**src/rtl/riscv_i32_pkg.sv**
```systemverilog
// ============================================================================
// Package : riscv_i32_pkg
// Shared RISC-V I32 front-end types: fetch-data beat and debug-op encoding.
// Rev     : 1.0
// ============================================================================
`default_nettype none

package riscv_i32_pkg;

  typedef enum logic [1:0] {
    DBG_OP_NONE   = 2'd0,
    DBG_OP_HALT   = 2'd1,
    DBG_OP_EXEC   = 2'd2,
    DBG_OP_RESUME = 2'd3
  } t_debug_op;

  typedef struct packed {
    logic        valid;
    t_debug_op   debug_op;
    logic [15:0] data;
  } t_debug;

  typedef struct packed {
    logic [31:0] data;
    t_debug      debug;
  } t_instruction;

  // The beat valid bit is not part of the stored payload; occupancy implies it.
  typedef struct packed {
    logic [2:0]   mode;
    logic [31:0]  pc;
    t_instruction instruction;
    logic         dec_predicted_branch;
    logic [31:0]  dec_pc_if_mispredicted;
  } t_fetch_data;

endpackage

`default_nettype wire

```
**src/rtl/riscv_i32_fetch_decode_buffer.sv**
```systemverilog
// ============================================================================
// Module : riscv_i32_fetch_decode_buffer
// Registered in-order queue of fetch beats feeding decode, with flush.
// Rev    : 1.0
// ============================================================================
`default_nettype none

module riscv_i32_fetch_decode_buffer
  import riscv_i32_pkg::*;
#(
  parameter int DEPTH = 2,
  parameter int PTR_W = 1
) (
  input  logic                 clk,
  input  logic                 reset,
  input  logic                 flush,

  input  logic                 pipeline_fetch_data__valid,
  input  logic [2:0]           pipeline_fetch_data__mode,
  input  logic [31:0]          pipeline_fetch_data__pc,
  input  logic [31:0]          pipeline_fetch_data__instruction__data,
  input  logic                 pipeline_fetch_data__instruction__debug__valid,
  input  logic [1:0]           pipeline_fetch_data__instruction__debug__debug_op,
  input  logic [15:0]          pipeline_fetch_data__instruction__debug__data,
  input  logic                 pipeline_fetch_data__dec_predicted_branch,
  input  logic [31:0]          pipeline_fetch_data__dec_pc_if_mispredicted,
  output logic                 fetch_ready,

  input  logic                 decode_ready,
  output logic                 decode_data__valid,
  output logic [2:0]           decode_data__mode,
  output logic [31:0]          decode_data__pc,
  output logic [31:0]          decode_data__instruction__data,
  output logic                 decode_data__instruction__debug__valid,
  output logic [1:0]           decode_data__instruction__debug__debug_op,
  output logic [15:0]          decode_data__instruction__debug__data,
  output logic                 decode_data__dec_predicted_branch,
  output logic [31:0]          decode_data__dec_pc_if_mispredicted,

  output logic [PTR_W:0]       occupancy
);

  localparam logic [PTR_W:0]   c_depth   = (PTR_W+1)'(DEPTH);
  localparam logic [PTR_W:0]   c_cnt_one = (PTR_W+1)'(1);
  localparam logic [PTR_W-1:0] c_ptr_one = PTR_W'(1);

  t_fetch_data          r_storage [DEPTH];
  logic [PTR_W-1:0]     r_rd_ptr;
  logic [PTR_W-1:0]     r_wr_ptr;
  logic [PTR_W:0]       r_count;

  t_fetch_data          w_in;
  t_fetch_data          w_head;
  logic                 w_not_empty;
  logic                 w_push;
  logic                 w_pop;

  always_comb begin
    w_in                                = '0;
    w_in.mode                           = pipeline_fetch_data__mode;
    w_in.pc                             = pipeline_fetch_data__pc;
    w_in.instruction.data               = pipeline_fetch_data__instruction__data;
    w_in.instruction.debug.valid        = pipeline_fetch_data__instruction__debug__valid;
    w_in.instruction.debug.debug_op     = t_debug_op'(pipeline_fetch_data__instruction__debug__debug_op);
    w_in.instruction.debug.data         = pipeline_fetch_data__instruction__debug__data;
    w_in.dec_predicted_branch           = pipeline_fetch_data__dec_predicted_branch;
    w_in.dec_pc_if_mispredicted         = pipeline_fetch_data__dec_pc_if_mispredicted;
  end

  // fetch_ready depends on registered count only, so no decode_ready -> fetch path.
  assign w_not_empty = (r_count != '0);
  assign fetch_ready = (r_count != c_depth);
  assign w_push      = pipeline_fetch_data__valid & fetch_ready & ~flush;
  assign w_pop       = w_not_empty & decode_ready & ~flush;

  always_ff @(posedge clk) begin
    if (reset || flush) begin
      r_rd_ptr <= '0;
      r_wr_ptr <= '0;
      r_count  <= '0;
    end else begin
      if (w_push) begin
        r_wr_ptr <= r_wr_ptr + c_ptr_one;
      end
      if (w_pop) begin
        r_rd_ptr <= r_rd_ptr + c_ptr_one;
      end
      case ({w_push, w_pop})
        2'b10:   r_count <= r_count + c_cnt_one;
        2'b01:   r_count <= r_count - c_cnt_one;
        default: r_count <= r_count;
      endcase
    end
  end

  // Payload registers are deliberately unreset; outputs are masked while empty.
  always_ff @(posedge clk) begin
    if (w_push) begin
      r_storage[r_wr_ptr] <= w_in;
    end
  end

  always_comb begin
    w_head = '0;
    if (w_not_empty) begin
      w_head = r_storage[r_rd_ptr];
    end
  end

  assign decode_data__valid                        = w_not_empty;
  assign decode_data__mode                         = w_head.mode;
  assign decode_data__pc                           = w_head.pc;
  assign decode_data__instruction__data            = w_head.instruction.data;
  assign decode_data__instruction__debug__valid    = w_head.instruction.debug.valid;
  assign decode_data__instruction__debug__debug_op = w_head.instruction.debug.debug_op;
  assign decode_data__instruction__debug__data     = w_head.instruction.debug.data;
  assign decode_data__dec_predicted_branch         = w_head.dec_predicted_branch;
  assign decode_data__dec_pc_if_mispredicted       = w_head.dec_pc_if_mispredicted;
  assign occupancy                                 = r_count;

endmodule

`default_nettype wire

```
**config.mk**
```make
export PLATFORM = sky130hd
export DESIGN_NAME = riscv_i32_fetch_decode_buffer
export DESIGN_NICKNAME = d
export VERILOG_FILES = /design/src/rtl/riscv_i32_pkg.sv /design/src/rtl/riscv_i32_fetch_decode_buffer.sv
export SDC_FILE = /design/constraint.sdc
export NUM_CORES = 1
export LEC_CHECK = 0
export ABC_AREA = 1
export BUFFER_PORTS_ARGS = -buffer_cell sky130_fd_sc_hd__buf_2
export CAP_MARGIN = 20
export CORE_ASPECT_RATIO = 1.5
export CORE_MARGIN = 10
export CORE_UTILIZATION = 26
export DETAILED_ROUTE_END_ITERATION = 6
export HOLD_SLACK_MARGIN = 0.1
export PLACE_DENSITY = 0.53
export REMOVE_ABC_BUFFERS = 1
export SYNTH_ARGS = -nofsm -noshare
export SYNTH_HDL_FRONTEND = slang
export SYNTH_SLANG_ARGS = --single-unit
export TNS_END_PERCENT = 5
```
**constraint.sdc**
```tcl
create_clock -name clk -period 9.3 [get_ports clk]
set_clock_uncertainty 0.1 [all_clocks]
set_input_delay 0.93 -clock clk [delete_from_list [all_inputs] [get_ports clk]]
set_output_delay 0.93 -clock clk [all_outputs]
set_load 0.02 [all_outputs]
```
==> out/results.md, run 1 <==
| Result | Reported |
|---|---|
| Kind of cell adding the most delay to the critical path | buffers and inverters |
| Highest-count cells in the layout ignoring fill and taps | sky130_fd_sc_hd__nand2_1, sky130_fd_sc_hd__buf_2, sky130_fd_sc_hd__edfxtp_1 |
| Worst setup SP type | flop |
| Core footprint | 36700 sq um |
| Count of warnings emitted by yosys | 0 |
| Clock latency reported for the late side of the worst-skew pair | 0.53 ns |
| Capturing instance or port of the critical path | decode_data__pc[17] |
| Number of sinks handled by clock tree synthesis | 243 |
| DIE AREA | 45400 sq um |
| Wire length of the first global-routing pass | 37400 um |
| Chip height | 256 um |
| Max-cap check violation count | 0 |
| Share of the synthesized area in the top cell type | 74.1% |
| Total global routing overflow | 0 |
| WL per Instance | 18.2 um |
| Layout net count | 1041 |
| R2r startpoint | occupancy[0] |
| Crit-path cells | inv_4 -> buf_4 -> nand2_1 -> a21oi_1 -> buf_2 |
| Count of unique library cells instantiated by Yosys | 18 |
| Seq/Total Area, Yosys | 75.1% |
| Setup TNS | 0 ns |
| Kind of end point of the critical path | primary output |
| CTS H-tree depth | 1 |
| Number of antenna-violating nets in the routed design | 0 |
| Normalized max-slew margin | 34.1% |
| Final worst path period share | 43.8% |
| Commonest non-fill, non-tap cell in the layout | sky130_fd_sc_hd__nand2_1 |
| Via density | 4.15 |
| Outcome | complete, no violations |
| Std cell rows | 86 |
| Maximum net fanout on the critical path | 62 |
| Count of TritonRoute iterations in the first routing pass | 4 |
| Quantity of gates resized following cts | 0 |
| Bufs and invs on worst path | 3 |
| Number of hold-repair buffers added at the cts stage | 0 |
| Fmax | 245 MHz |
| Number of fill cells | 3629 |
| Clock transition time at the flip-flop clock pins of the worst setup and hold paths | 0.05 ns |
| DRC violation total after the first TritonRoute iteration | 293 |
| Final hold violation count | 0 |
| Number of global-route vias before repair | 6084 |
| Leak pwr | 4.57 nW |
| Top area cells in the synthesized netlist | sky130_fd_sc_hd__edfxtp_1, sky130_fd_sc_hd__a21oi_2, sky130_fd_sc_hd__nand2_1 |
| Number of antenna violations at the first check in global routing | 9 |
| Number of cells on the worst reg-to-reg path | 6 |
| Post-synthesis cell count | 675 |
| Post-DP HPWL | 17100 um |
| Cell with the largest stage delay on the worst path | sky130_fd_sc_hd__buf_4 |
| Clock tree from TritonCTS | built |
| Post-CTS setup buffers | 0 |
| Top-level port count | 247 |
| Pwr/cell area | 199 nW/um^2 |
| Number of remaining DRC errors | 0 |
| Synth Area per Inst | 14.3 sq um |
| Required time of the critical path | 8.27 ns |
| IR Drop Worst-Case VDD | 0.000137 V |
| Maximum number of pins on one net before global-route repair | 70 |
| Synth area leader | sky130_fd_sc_hd__edfxtp_1 |
| Arrival time at the worst endpoint | 3.05 ns |
| TritonCTS buffer count | 25 |
| Horizontal extent of the die | 177 um |
| Number of setup violations in the final report | 0 |
| CTS Buffer Depth | 3 |
| Clock Root Buffer | sky130_fd_sc_hd__clkbuf_16 |
| Post-layout minimum cycle time | 4.08 ns |
| Register bit count reported by yosys | 243 |
| Finished layout cell area | 12100 sq um |
| Delay of the slowest cell on the worst path | 0.65 ns |
| Least-Margin Pin Slew | 0.988 ns |
| Overall routing resource usage | 10.8% |
| Unrepaired setup endpoints after global routing | false |
| Placer's final routability congestion estimate | 0.773 |
| Area growth from synthesis to layout | 25.1% |
| Total number of vias | 5911 |
| Worst setup path class | reg -> out |
| Final wirelength | 25900 um |
| Final number of max-transition violations | 0 |
| Reg-to-reg setup timing slack | 5.98 ns |
| Initial core utilization | 26.3% |
| Total of buffers placed on input and output ports | 246 |
| Area used by sequential logic in the layout | 7250 sq um |
| Worst path depth | 5 |
| Synthesized cell area | 9650 sq um |
| Area of combinational cells with multiple inputs | 2050 sq um |
| Fraction of final layout cells with drive strength greater than 1 | 43.5% |
| Standard cell area after detailed placement | 11200 sq um |
| Worst reg2reg path endpoint | r_storage[0][45] |
| Path category of the worst min-delay check | reg -> reg |
==> metal layers <==
layer	vias up	share of wire [%]	global-route usage [%]
li1	2868	-	-
met1	2839	34	10.6
met2	150	56	20.3
met3	48	5.8	2.63
met4	6	3.2	5.50
met5	-	0.15	0
==> worst min-delay path by stage <==
stage          cells after the start     start        to
2_1_floorplan                      2  r_rd_ptr      flop
3_3_place_gp                       2  r_rd_ptr  r_rd_ptr
3_5_place_dp                       2  r_rd_ptr  r_rd_ptr
4_1_cts                            2  r_rd_ptr  r_rd_ptr
5_1_grt                            2  r_rd_ptr  r_rd_ptr
6_report                           2  r_rd_ptr  r_rd_ptr
==> registers in the layout (all words and copies together), names as in the netlist, named ones only <==
| register | flops |
|---|---|
| occupancy | 2 |
| r_rd_ptr | 1 |
| r_storage | 238 |
| r_wr_ptr | 1 |
==> layout make-up <==
| class | count | area share, % |
|---|---|---|
| Sequential cell | 243 | 60.1 |
| Multi-Input combinational cell | 386 | 17.0 |
| Timing Repair Buffer | 253 | 10.6 |
| Clock buffer | 28 | 5.28 |
| Tap cell | 484 | 5.02 |
| Clock inverter | 16 | 1.63 |
| Inverter | 7 | 0.259 |
| Antenna cell | 7 | 0.145 |
==> synth_stat cells <==
cell,n
sky130_fd_sc_hd__buf_12,1
sky130_fd_sc_hd__nor2_4,1
sky130_fd_sc_hd__a21oi_2,110
sky130_fd_sc_hd__buf_8,10
sky130_fd_sc_hd__nand4_1,1
sky130_fd_sc_hd__buf_6,2
sky130_fd_sc_hd__buf_2,21
sky130_fd_sc_hd__edfxtp_1,238
sky130_fd_sc_hd__buf_4,5
sky130_fd_sc_hd__nand3_1,2
sky130_fd_sc_hd__a21oi_1,11
sky130_fd_sc_hd__nand2_1,247
sky130_fd_sc_hd__xor2_1,1
sky130_fd_sc_hd__ha_1,1
sky130_fd_sc_hd__nor3_1,1
sky130_fd_sc_hd__dfxtp_1,5
sky130_fd_sc_hd__inv_1,7
sky130_fd_sc_hd__nor2_1,11
==> power by group <==
group / switching, mW / total (mW) / internal [mW]
clock: 0.415 / 1.02 / 0.605
combinational: 0.0945 / 0.139 / 0.0447
sequential: 0.00795 / 1.24 / 1.24
==> per-stage QoR <==
stage                     setup slack [ns]  power, mW  hold WS, ns  instances  util [%]
after floorplan                       2.47       1.34        0.365        636         -
after global routing                  4.96       2.50        0.458       1423      32.9
after global placement                5.31       1.41        0.382       1373      30.6
after detailed placement              5.30       1.41        0.400       1373      30.6
final                                 5.22       2.40        0.412       1424      32.9
after CTS                             5.07       2.44        0.416       1417      32.8
==> worst reg2reg max path: stages (launching register included) <==
cell and delay, ns:
sky130_fd_sc_hd__dfxtp_1 0.48, sky130_fd_sc_hd__inv_1 0.10, sky130_fd_sc_hd__nand2_1 0.13, sky130_fd_sc_hd__nand2_1 0.12
sky130_fd_sc_hd__nor2_4 0.58, sky130_fd_sc_hd__buf_4 0.70, sky130_fd_sc_hd__buf_4 0.71
==> kinds of logic after synthesis <==
| logic type | after synthesis | share of synthesized area, % |
|---|---|---|
| buffers and inverters | 46 | 3.75 |
| DFF | 243 | 75.1 |
| and+or+nand+nor | 263 | 10.4 |
| xor gates and xnor gates | 1 | 0.0908 |
| AOI/OAI and AO/OA | 121 | 10.6 |
| adders and majority gates | 1 | 0.130 |
(Power assumes the default switching activity.)
==> run 2: changes to the inputs <==
--- a/config.mk
+++ b/config.mk
@@ -5,7 +5,7 @@
 export SDC_FILE = /design/constraint.sdc
 export NUM_CORES = 1
 export LEC_CHECK = 0
-export ABC_AREA = 1
+export ABC_AREA = 0
 export BUFFER_PORTS_ARGS = -buffer_cell sky130_fd_sc_hd__buf_2
 export CAP_MARGIN = 20
 export CORE_ASPECT_RATIO = 1.5
==> constraint.sdc (replaced) <==
create_clock -name clk -period 3.75 [get_ports clk]
set_clock_uncertainty 0.1 [all_clocks]
set_input_delay 0.375 -clock clk [delete_from_list [all_inputs] [get_ports clk]]
set_output_delay 0.375 -clock clk [all_outputs]
set_load 0.02 [all_outputs]
==> out/results.md, run 2 <==
| Result | Reported |
|---|---|
| Proportion of synthesized flip-flops having asynchronous set or reset | 0% |
| Leak pwr | 4.81 nW |
| Final hold violation count | 0 |
| Outcome | complete, no violations |
| Clock transition time at the flip-flop clock pins of the worst setup and hold paths | 0.06 ns |
| Flip-flop count of the largest register, all copies and words added | 238 |
| Overall routing resource usage | 10.5% |
| Number of setup violations in the final report | 0 |
| Synthesized cell area | 9170 sq um |
| Endpoint, Worst Hold | r_rd_ptr |
| Post-layout minimum cycle time | 2.78 ns |
| Synth area leader | sky130_fd_sc_hd__edfxtp_1 |
| Normalized max-slew margin | 40.2% |
| Total of buffers placed on input and output ports | 246 |
| Pwr/cell area | 457 nW/um^2 |
| Count of unique library cells instantiated by Yosys | 19 |
| WL per Instance | 17.1 um |
| Final worst path period share | 74.1% |
| Total number of vias | 5733 |
| Total global routing overflow | 0 |
| TritonCTS buffer count | 24 |
| Cell with the largest stage delay on the worst path | sky130_fd_sc_hd__dfxtp_4 |
| Number of sinks handled by clock tree synthesis | 243 |
| Origin of the worst min-delay path | decode_ready |
| Wire length of the first global-routing pass | 35900 um |
| CTS Buffer Depth | 3 |
| Count of TritonRoute iterations in the first routing pass | 4 |
| Number of antenna-violating nets in the routed design | 0 |
| Max-cap check violation count | 0 |
| Top area cells in the synthesized netlist | sky130_fd_sc_hd__edfxtp_1, sky130_fd_sc_hd__mux2i_1, sky130_fd_sc_hd__nor2_1 |
| Placer's final routability congestion estimate | 0.738 |
| DIE AREA | 43400 sq um |
| Final number of max-transition violations | 0 |
| IR Drop Worst-Case VDD | 0.000363 V |
| Highest-count cells in the layout ignoring fill and taps | sky130_fd_sc_hd__buf_2, sky130_fd_sc_hd__edfxtp_1, sky130_fd_sc_hd__nor2_1, sky130_fd_sc_hd__dlygate4sd3_1, sky130_fd_sc_hd__mux2i_1 |
| Worst hold path cell count | 4 |
| Via density | 4.10 |
| Layout net count | 1035 |
| Std cell rows | 84 |
| Bufs and invs on worst path | 2 |
| Seq/Total Area, Yosys | 79.0% |
| Clock latency reported for the late side of the worst-skew pair | 0.52 ns |
| R2r startpoint | occupancy[0] |
| Maximum number of pins on one net before global-route repair | 64 |
| Overall power | 5.96 mW |
| Count of warnings emitted by yosys | 0 |
| Top FF cell, synth | sky130_fd_sc_hd__edfxtp_1 |
| Chip height | 250 um |
| Fmax | 360 MHz |
| Reg-to-reg setup timing slack | 1.45 ns |
| Horizontal extent of the die | 173 um |
| Synth Area per Inst | 17.3 sq um |
| Post-DP HPWL | 15700 um |
| EDFF count, synth | 238 |
| Commonest non-fill, non-tap cell in the layout | sky130_fd_sc_hd__buf_2 |
| Clock tree from TritonCTS | built |
| Maximum net fanout on the critical path | 43 |
| Arrival time at the worst endpoint | 2.30 ns |
| Area growth from synthesis to layout | 42.2% |
| Required time of the critical path | 3.27 ns |
| DRC violation total after the first TritonRoute iteration | 268 |
| Worst setup SP type | flop |
| Most flop-heavy register | r_storage |
| Standard cell area after detailed placement | 11000 sq um |
| Path category of the worst min-delay check | in -> reg |
| Worst setup path class | reg -> out |
| Crit-path cells | buf_4 -> mux2i_1 -> nor2_1 -> buf_2 |
| Number of remaining DRC errors | 0 |
| Worst reg2reg path endpoint | r_storage[0][106] |
| Kind of end point of the critical path | primary output |
| Final wirelength | 23900 um |
| Unrepaired setup endpoints after global routing | false |
| Fraction of final layout cells with drive strength greater than 1 | 31.6% |
| CTS H-tree depth | 1 |
| Top post-synthesis cells by count | sky130_fd_sc_hd__edfxtp_1, sky130_fd_sc_hd__nor2_1, sky130_fd_sc_hd__mux2i_1, sky130_fd_sc_hd__buf_2, sky130_fd_sc_hd__buf_4 |
| Register bit count reported by yosys | 243 |
| Kind of cell adding the most delay to the critical path | flip-flops |
| Clock Root Buffer | sky130_fd_sc_hd__clkbuf_16 |
| Number of cells on the worst reg-to-reg path | 4 |
| Quantity of gates resized following cts | 0 |
| Number of global-route vias before repair | 6080 |
| Delay of the slowest cell on the worst path | 0.88 ns |
| Share of the synthesized area in the top cell type | 77.9% |
| Top-level port count | 247 |
| Post-synthesis cell count | 530 |
| Most frequently used cell type in the post-synthesis netlist | sky130_fd_sc_hd__edfxtp_1 |
| Least-Margin Pin Slew | 0.897 ns |
| Number of antenna violations at the first check in global routing | 1 |
| Core footprint | 35000 sq um |
| Finished layout cell area | 13000 sq um |
| Initial core utilization | 26.2% |
[run 2: cells by family after synthesis]
family	Yosys count	share of synthesized area (%)
AOI/OAI and AO/OA	5	0.300
xor gates and xnor gates	3	0.286
adders and majority gates	1	0.136
buffers and inverters	28	1.80
DFF	243	79.0
muxes	119	13.0
and+or+nand+nor	131	5.50
[run 2: layout make-up]
cell class | count | area, sq um
Clock inverter | 14 | 160
Fill cell | 3310 | 22000
Timing Repair Buffer | 380 | 2610
Sequential cell | 243 | 7250
Multi-Input combinational cell | 259 | 1780
Antenna cell | 1 | 2.50
Tap cell | 473 | 592
Inverter | 2 | 7.51
Clock buffer | 28 | 637
[run 2: layer usage]
layer  GRT usage (%)  wire length (um)  vias to the layer above
li1                -                 -                     2732
met1            10.3              8290                     2791
met2            20.4             13500                      166
met3            2.35              1260                       44
met4            4.97               839                        0
met5               0                 0                        -
[run 2: tightest hold or removal path, delay by kind of cell]
kind	cells	cell delay, ns
buffers and inverters	1	0.10
and+or+nand+nor	1	0.07
xor gates and xnor gates	1	0.11
AOI/OAI and AO/OA	1	0.14
[run 2: how the worst max path moves through the flow]
stage	start	to	slack, ns	cells past startpoint
CTS	flop	decode_data__dec_pc_if_mispredicted[31]	0.91	4
floorplan	occupancy[0]	r_storage[0][0]	-2.91	3
detailed placement	occupancy[0]	r_storage[0][12]	1.44	4
finish	flop	decode_data__dec_pc_if_mispredicted[16]	0.97	4
global placement	flop	decode_data__instruction__debug__data[4]	1.49	4
global route	flop	decode_data__dec_pc_if_mispredicted[16]	0.80	4
[run 2: repair_timing]
action / in CTS / in global routing
buffers inserted: 0 / 0
endpoints found under the hold margin: 243 / 0
hold buffers: 123 / 0
[run 2: report_power, final]
group          total (mW)  leakage (nW)  switching (mW)  internal (mW)
logic               0.432          2.20           0.230          0.202
registers            3.09          2.23          0.0208           3.07
clock network        2.44         0.389           0.962           1.48
total                5.96          4.81            1.21           4.75
[run 2: through the flow]
stage / util (%) / worst slack [ns] / std cells / TNS, ns / hold WS [ns]
finish: 37.3 / 0.973 / 1400 / 0 / 0.211
global route: 37.3 / 0.803 / 1400 / 0 / 0.235
CTS: 37.3 / 0.911 / 1399 / 0 / 0.179
detailed placement: 31.5 / 1.44 / 1234 / 0 / 0.400
global placement: 31.5 / 1.49 / 1234 / 0 / 0.386
floorplan: - / -2.91 / 504 / -872.82 / 0.372
